--- config.mk ---
export PLATFORM = sky130hd
export DESIGN_NAME = mod3_frame_tx
export DESIGN_NICKNAME = d
export VERILOG_FILES = /design/src/rtl/mod3_frame_tx_pkg.sv /design/src/rtl/mod3_frame_tx_step.sv /design/src/rtl/mod3_frame_tx.sv
export SDC_FILE = /design/constraint.sdc
export NUM_CORES = 1
export LEC_CHECK = 0
export CAP_MARGIN = 25
export CORE_ASPECT_RATIO = 1.2
export CORE_MARGIN = 2
export CORE_UTILIZATION = 44
export CTS_CLUSTER_DIAMETER = 50
export DETAILED_ROUTE_END_ITERATION = 10
export PLACE_DENSITY = 0.73
export RECOVER_POWER = 50
export SLEW_MARGIN = 20
export SYNTH_ARGS = -nofsm -noshare
export SYNTH_HDL_FRONTEND = slang
export SYNTH_SLANG_ARGS = --single-unit
--- constraint.sdc ---
create_clock -name clock -period 1.8 [get_ports clock]
set_input_delay 0.27 -clock clock [delete_from_list [all_inputs] [get_ports clock]]
set_output_delay 0.27 -clock clock [all_outputs]
set_load 0.02 [all_outputs]
--- src/rtl/mod3_frame_tx_pkg.sv ---
// Shared definitions for the mod-3 framed serial transmitter and receiver arithmetic.
package mod3_frame_tx_pkg;

    typedef enum logic [1:0] {
        IDLE = 2'b00,
        DATA = 2'b01,
        CHK1 = 2'b10,
        CHK0 = 2'b11
    } state_t;

    localparam logic [1:0] R0 = 2'b00;
    localparam logic [1:0] R1 = 2'b01;
    localparam logic [1:0] R2 = 2'b10;

endpackage

--- src/rtl/mod3_frame_tx_step.sv ---
// Serial mod-3 residue step: r_next = (2*r + b) mod 3, MSB-first bit stream.
module mod3_step
    import mod3_frame_tx_pkg::*;
(
    input  logic [1:0] r,
    input  logic       b,
    output logic [1:0] r_next
);

    always_comb begin
        r_next = R0;
        case ({r, b})
            3'b000:  r_next = R0;
            3'b001:  r_next = R1;
            3'b010:  r_next = R2;
            3'b011:  r_next = R0;
            3'b100:  r_next = R1;
            3'b101:  r_next = R2;
            default: r_next = R0;
        endcase
    end

endmodule

--- src/rtl/mod3_frame_tx.sv ---
// Serialises DATA_W-bit payloads MSB-first, appending two check bits that make
// each frame divisible by 3; valid/ready on both sides, back-to-back capable.
module mod3_frame_tx
    import mod3_frame_tx_pkg::*;
#(
    parameter int unsigned DATA_W = 8
) (
    input  logic              clock,
    input  logic              reset,
    input  logic              load_valid,
    input  logic [DATA_W-1:0] load_data,
    output logic              load_ready,
    input  logic              tx_ready,
    output logic              tx_valid,
    output logic              tx_bit,
    output logic              tx_last,
    output logic [1:0]        residue,
    output logic              busy
);

    localparam int unsigned CNT_W = $clog2(DATA_W);

    state_t            state_q, state_d;
    logic [DATA_W-1:0] payload_q, payload_d;
    logic [CNT_W-1:0]  cnt_q, cnt_d;
    logic [1:0]        residue_d;
    logic [1:0]        step_r;

    mod3_step u_step (
        .r      (residue),
        .b      (tx_bit),
        .r_next (step_r)
    );

    always_ff @(posedge clock or posedge reset) begin
        if (reset) begin
            state_q   <= IDLE;
            payload_q <= '0;
            cnt_q     <= '0;
            residue   <= R0;
        end else begin
            state_q   <= state_d;
            payload_q <= payload_d;
            cnt_q     <= cnt_d;
            residue   <= residue_d;
        end
    end

    // Output decode from state and registers only; both check bits equal
    // (residue == R1), which is the same as deriving C from the CHK1-entry residue.
    always_comb begin
        tx_valid = (state_q != IDLE);
        tx_bit   = 1'b0;
        tx_last  = 1'b0;
        case (state_q)
            DATA:    tx_bit = payload_q[cnt_q];
            CHK1:    tx_bit = (residue == R1);
            CHK0: begin
                tx_bit  = (residue == R1);
                tx_last = 1'b1;
            end
            default: tx_bit = 1'b0;
        endcase
    end

    assign busy = (state_q != IDLE);

    // Next-state, counter, payload capture and residue accumulation.
    always_comb begin
        state_d    = state_q;
        payload_d  = payload_q;
        cnt_d      = cnt_q;
        residue_d  = residue;
        load_ready = 1'b0;

        if (tx_valid && tx_ready) begin
            residue_d = step_r;
        end

        case (state_q)
            IDLE: load_ready = 1'b1;
            DATA: begin
                if (tx_ready) begin
                    if (cnt_q == '0) begin
                        state_d = CHK1;
                    end else begin
                        cnt_d = cnt_q - CNT_W'(1);
                    end
                end
            end
            CHK1: begin
                if (tx_ready) begin
                    state_d = CHK0;
                end
            end
            CHK0: begin
                if (tx_ready) begin
                    load_ready = 1'b1;
                    state_d    = IDLE;
                end
            end
            default: state_d = IDLE;
        endcase

        if (load_valid && load_ready) begin
            payload_d = load_data;
            residue_d = R0;
            cnt_d     = CNT_W'(DATA_W - 1);
            state_d   = DATA;
        end
    end

endmodule

Word-level counts from Yosys, hierarchy flattened
Index checks and enable logic that the tools add are counted.

$add $sub $neg: 1. Shift operators: 0. Reductions and logical operators: 14. Divide/modulo/power cells: 0. Bitwise gates (word level): 0. Equality and inequality tests: 13. Magnitude comparators: 1. Mux-type cells: 19. Multipliers: 0.

Operator list (number): $mux 2 (7); $mux 3 (4); $ne 3x3->1 const B (4); $reduce_bool 2->1 (4); $eq 3x3->1 const B (2); $pmux 2 s3 (1); $reduce_or 2->1 (3); $reduce_and 5->1 (1); $eq 2x1->1 const B (2); $eq 2x2->1 const B (2); $lt 3x4->1 const B (1); $pmux 1 s2 (2); $pmux 2 s2 (1); $reduce_bool 4->1 (1); $bmux 1 s3 (1); $eq 3x1->1 const B (1); $eq 3x2->1 const B (1); $logic_not 3->1 (1); $mux 1 (3); $reduce_and 3->1 (1); $sub 3x1->3 const B (1); $logic_and 1x1->1 (2); $logic_not 2->1 (1); $ne 2x1->1 const B (1).

Bits in registers: 15. Logic and storage cells: 52. Memory bits (read-only): 0. Output and inout bits: 7. Latch bits: 0. Bits in writable memories: 0. Input port bits: 12. Memories kept: 0.

Depth between registers and ports, before layout
Word-level depth: 8. Mapped depth: 7. Depth with buffers taken out: 6.

Modules after synthesis
Synthesis repeated with hierarchy kept, for this count alone.

Cell total of the unflattened synthesis: 88. Area total of the unflattened synthesis: 973.4 um^2.

By module, submodules not included: mod3_frame_tx (area each 944.7 um^2, instances 1, cells an instance 83, sequential area each 375.4 um^2); mod3_step (area each 28.8 um^2, instances 1, cells an instance 5, sequential area each 0.0 um^2).

Least setup slack after synthesis
Ideal clock, no wire load.

Kind: register -> register. Start point: register state_q[0]. End point: register residue[0]. Clock period less this slack: 1.811 ns. Setup time: 0.087 ns. Path buffers: 0. Arrival: 1.725 ns. Stages on the path, launching flop included: 6. Required time: 1.713 ns. Slack: -0.011 ns. Cell sequence: dfrtp_1 -> ha_1 -> a21o_1 -> and3_1 -> or4_1 -> o211ai_1.

Cells in the longest elaborated chain, start to end: 8. Elaborated cells on any way between the ends: 20. Those cells by class: eq/ne (7); mux (5); reduce/logical (8).

Ends and longest elaborated chain: start, declared (RTL line mod3_frame_tx.sv:23) `state_t state_q, state_d;`; start signal, assigned (RTL line mod3_frame_tx.sv:42) `state_q <= state_d;`; $eq 2x2->1, on equally long branches (RTL line mod3_frame_tx.sv:55, mod3_frame_tx.sv:80); $reduce_or 2->1 (no line); $pmux 1 s2 (RTL line mod3_frame_tx.sv:55) `case (state_q)`; $eq 3x2->1, or another cell as far along (RTL line mod3_frame_tx_step.sv:12) `case ({r, b})`; $reduce_or 2->1 (no line); $pmux 2 s2 (RTL line mod3_frame_tx_step.sv:12); $mux 2 (RTL line mod3_frame_tx.sv:76) `if (tx_valid && tx_ready) begin`; $mux 2 (RTL line mod3_frame_tx.sv:105) `if (load_valid && load_ready) begin`; end signal, assigned (RTL line mod3_frame_tx.sv:45) `residue <= residue_d;`; end, declared (RTL line mod3_frame_tx.sv:17) `output logic [1:0] residue,`.

Parallel ways exist; a longest one is shown, timed or not. The select of a mux whose other input is x is not followed. A chain may end at the register's enable or synchronous reset.

Worst setup path in the final report
Start point: register cnt_q[1]. End point: output tx_bit.

Cells in the longest elaborated chain, start to end: 3.

Ends and longest elaborated chain: start, declared (RTL line mod3_frame_tx.sv:25) `logic [CNT_W-1:0] cnt_q, cnt_d;`; start signal, assigned (RTL line mod3_frame_tx.sv:44) `cnt_q <= cnt_d;`; $bmux 1 s3 (RTL line mod3_frame_tx.sv:56) `DATA: tx_bit = payload_q[cnt_q];`; $mux 1 (implied by the code) (RTL line mod3_frame_tx.sv:56); $pmux 1 s2 (RTL line mod3_frame_tx.sv:55); end, declared (RTL line mod3_frame_tx.sv:15) `output logic tx_bit,`.

No other way between the ends. The select of a mux whose other input is x is not followed.

==> summary.md <==
| Metric | Value |
|---|---|
| Final worst path period share | `1.08` |
| Gate Count Post-Synth | `101` |
| Synth cell count leaders | `nand2_1 (28), dfrtp_1 (15), inv_1 (8)` |
| Syn Area/Cell | `8.96 µm²` |
| DRT iter0 DRCs | `19` |
| CTS tree | `done` |
| Maximum vdd drop | `0.903 mV` |
| Slew HR | `0.623` |
| Least-Margin Pin Slew | `about 0.57 ns` |
| Routed WL | `~2.1 mm` |
| Top-count cell post-synth | `nand2_1` |
| Skew final | `0.00110 ns` |
| IO Pins | `19` |
| Nets | `161` |
| Htree depth | `1` |
| Via/cell ratio | `5.22` |
| Share of cells above drive strength 1 | `0.291` |
| Longest Clk Path Bufs | `2` |
| Setup Slack @ Placement | `-0.346 ns` |
| Gr busiest metal | `met2` |
| Row Count | `17` |
| #FFs+latches synth | `15` |
| Top post-synthesis cells by area | `dfrtp_1 (41%), nand2_1 (12%), ha_1 (9.7%)` |
| Die extent in y | `53.7 µm` |
| Critical path launch point | `cnt_q[1]` |
| DR vias | `835` |
| Register area share after synthesis | `0.415` |
| Clock period minus worst slack | `1.95 ns` |
| Synthesized cell area | `905 µm²` |
| Total GRT Usage | `0.202` |
| Max_cap viols | `0` |
| Unrepaired setup endpoints after global routing | `true` |
| Clock transition at the registers of the reported paths | `0.09 ns` |
| Met3 Usage GRT | `0.0302` |
| Top_reg_cell synth | `dfrtp_1` |
| Leak | `0.651 nW` |
| Final GP Congestion | `0.813` |
| RR Endpoint | `residue[0]` |
| EDFF count, synth | `0` |
| Clock sink total | `15` |
| # diodes | `0` |
| Initial core utilization | `0.478` |
| Share of the synthesized area in the top cell type | `0.415` |
| Hold Violations, Final | `0` |
| Final ANT Viol Nets | `0` |
| Final setup viols | `1` |
| Critical path required time | `1.53 ns` |
| Vias in the first global route | `~830` |
| Hold Path Class | `input pin to asynchronous set/reset pin` |
| Synthesized net count | `120` |
| First-pass GRT wire length | `3.52 mm` |
| Root Driver | `clkbuf_4` |
| GR Layer Usage met2 | `0.383` |
| Run status | `finished, violations left` |
| Worst Setup End Kind | `output port` |
| Yosys cell types | `34` |
| Final WS setup | `-0.151 ns` |
| Worst Path Arrival | `1.68 ns` |
| Overflow left after global routing | `0` |
| Async set-reset flop share out of synthesis | `1.00` |
| RR Startpoint | `state_q[0]` |
| Largest net degree at the start of global routing | `16` |
| Cell taking the most area after synthesis | `dfrtp_1` |
| Drt wl/cell | `13.0 µm` |
| CORE AREA | `1890 µm²` |
| R2R Setup Slk | `0 ns` |
| Util after Layout | `0.721` |
| TritonCTS Buffers | `3` |
| CP max FO | `2` |
| Critical path class | `flop to output port` |
| Max frequency | `0.513 GHz` |
| Failing checks | `negative setup slack` |
| Fillers | `around 160` |
| Port bufs | `18` |
| Startpoint class of the critical path | `flop` |
| CTS Hold Bufs | `0` |
| # DRC | `0` |
| Clock latency at the later pin of the worst-skew pair | `0.28 ns` |
| Area Overhead vs Synth | `50.9%` |
| Yosys warns | `0` |
| Initial antenna violation count | `0` |
| DR pass1 iterations | `4` |
| Die area | `between 2000 and 2500 µm²` |
| Pwr/cell area | `1810 nW/µm²` |
| Post-DP HPWL | `1.48 mm` |
| Slew Viols, Final | `0` |
| Met1 Use GR | `0.220` |
| Worst r2r path cells | `6` |
| Die X-Extent | `approximately 45 µm` |
[layout make-up]
type / instances / area (µm²) / area share
multi-input combinational: 74 / 553 / 0.405
sequential: 15 / 375 / 0.275
timing repair buffer: 39 / 344 / 0.252
inverter: 9 / 41.3 / 0.0302
tap: 19 / 23.8 / 0.0174
clock buffer: 3 / 22.5 / 0.0165
clock inverter: 1 / 5.00 / 0.00367
[where the power goes]
group          switching [mW]  leakage (nW)  total (mW)  internal (mW)
clock network           0.105        0.0177       0.187         0.0824
registers               0.108         0.183       0.602          0.495
logic                   0.807         0.450        1.68          0.873
total                    1.02         0.651        2.47           1.45
[critical path: stages (launching register included)]
cell     delay, ns
dfrtp_1       0.37
mux4_2        0.51
o22ai_2       0.16
or2_1         0.14
a21oi_1       0.06
buf_4         0.15
[metal layers]
metal	part of all wire	vias up	routed length [µm]
met2	0.55	23	1140
li1	-	419	-
met5	0	-	0
met4	0.0082	0	17
met3	0.036	4	74
met1	0.41	389	846
[cells by family (layout without fill, tap and decap cells)]
logic type / Yosys count / after routing / share of synthesized area
AO/OA/AOI/OAI: 16 / 16 / 0.129
XOR/XNOR: 2 / 2 / 0.0194
multiplexers: 3 / 3 / 0.0498
adder cells (fa/ha/maj): 7 / 7 / 0.0968
AND/OR/NAND/NOR: 46 / 46 / 0.234
flip-flops: 15 / 15 / 0.415
buffers and inverters: 12 / 52 / 0.0567
[metrics by stage]
| step | cell area, µm² | total power [mW] | hold WS, ns | TNS [ns] | cells |
|---|---|---|---|---|---|
| after floorplan | 907 | 1.41 | 0.171 | 0 | 101 |
| after global placement | 1200 | 1.91 | 0.461 | -0.412 | 149 |
| after detailed placement | 1200 | 1.96 | 0.460 | -0.483 | 149 |
| after CTS | 1310 | 2.32 | 0.339 | -0.170 | 158 |
| after global routing | 1370 | 2.68 | 0.496 | -0.359 | 160 |
| final | 1370 | 2.47 | 0.469 | -0.151 | 160 |
[flip-flops by register name, summed over array words and instances, names as in the netlist]
register	cells
state_q	2
residue	2
payload_q	8
cnt_q	3
[timing repair]
item	4_1_cts	5_1_grt
pin swaps	5	9
resized for setup	23	15
buffers inserted	5	2
setup endpoints to repair	7	5
[placed cells by master (no fill, tap or decap), types with 2 or more instances in the layout]
master and count:
dfrtp_1 15, clkbuf_1 2, o21ai_1 2, buf_4 15, nor2_1 2, nand2_1 28, buf_6 6, ha_1 3
dlygate4sd2_1 3, nand2b_1 4, ha_4 3, or3_1 2, clkdlybuf4s50_1 12, inv_1 6, o211ai_1 3, nand3_1 3
clkbuf_4 3
[worst max path at each step]
stage | to | slack [ns] | depth (start not counted)
after global placement | tx_bit | -0.31 | 5
after floorplan | residue[0] | 0.08 | 5
final | tx_bit | -0.15 | 5
after global routing | tx_bit | -0.26 | 5
after detailed placement | tx_bit | -0.35 | 5
after CTS | tx_bit | -0.17 | 5
No activity file was read; power rests on OpenSTA's default activity.
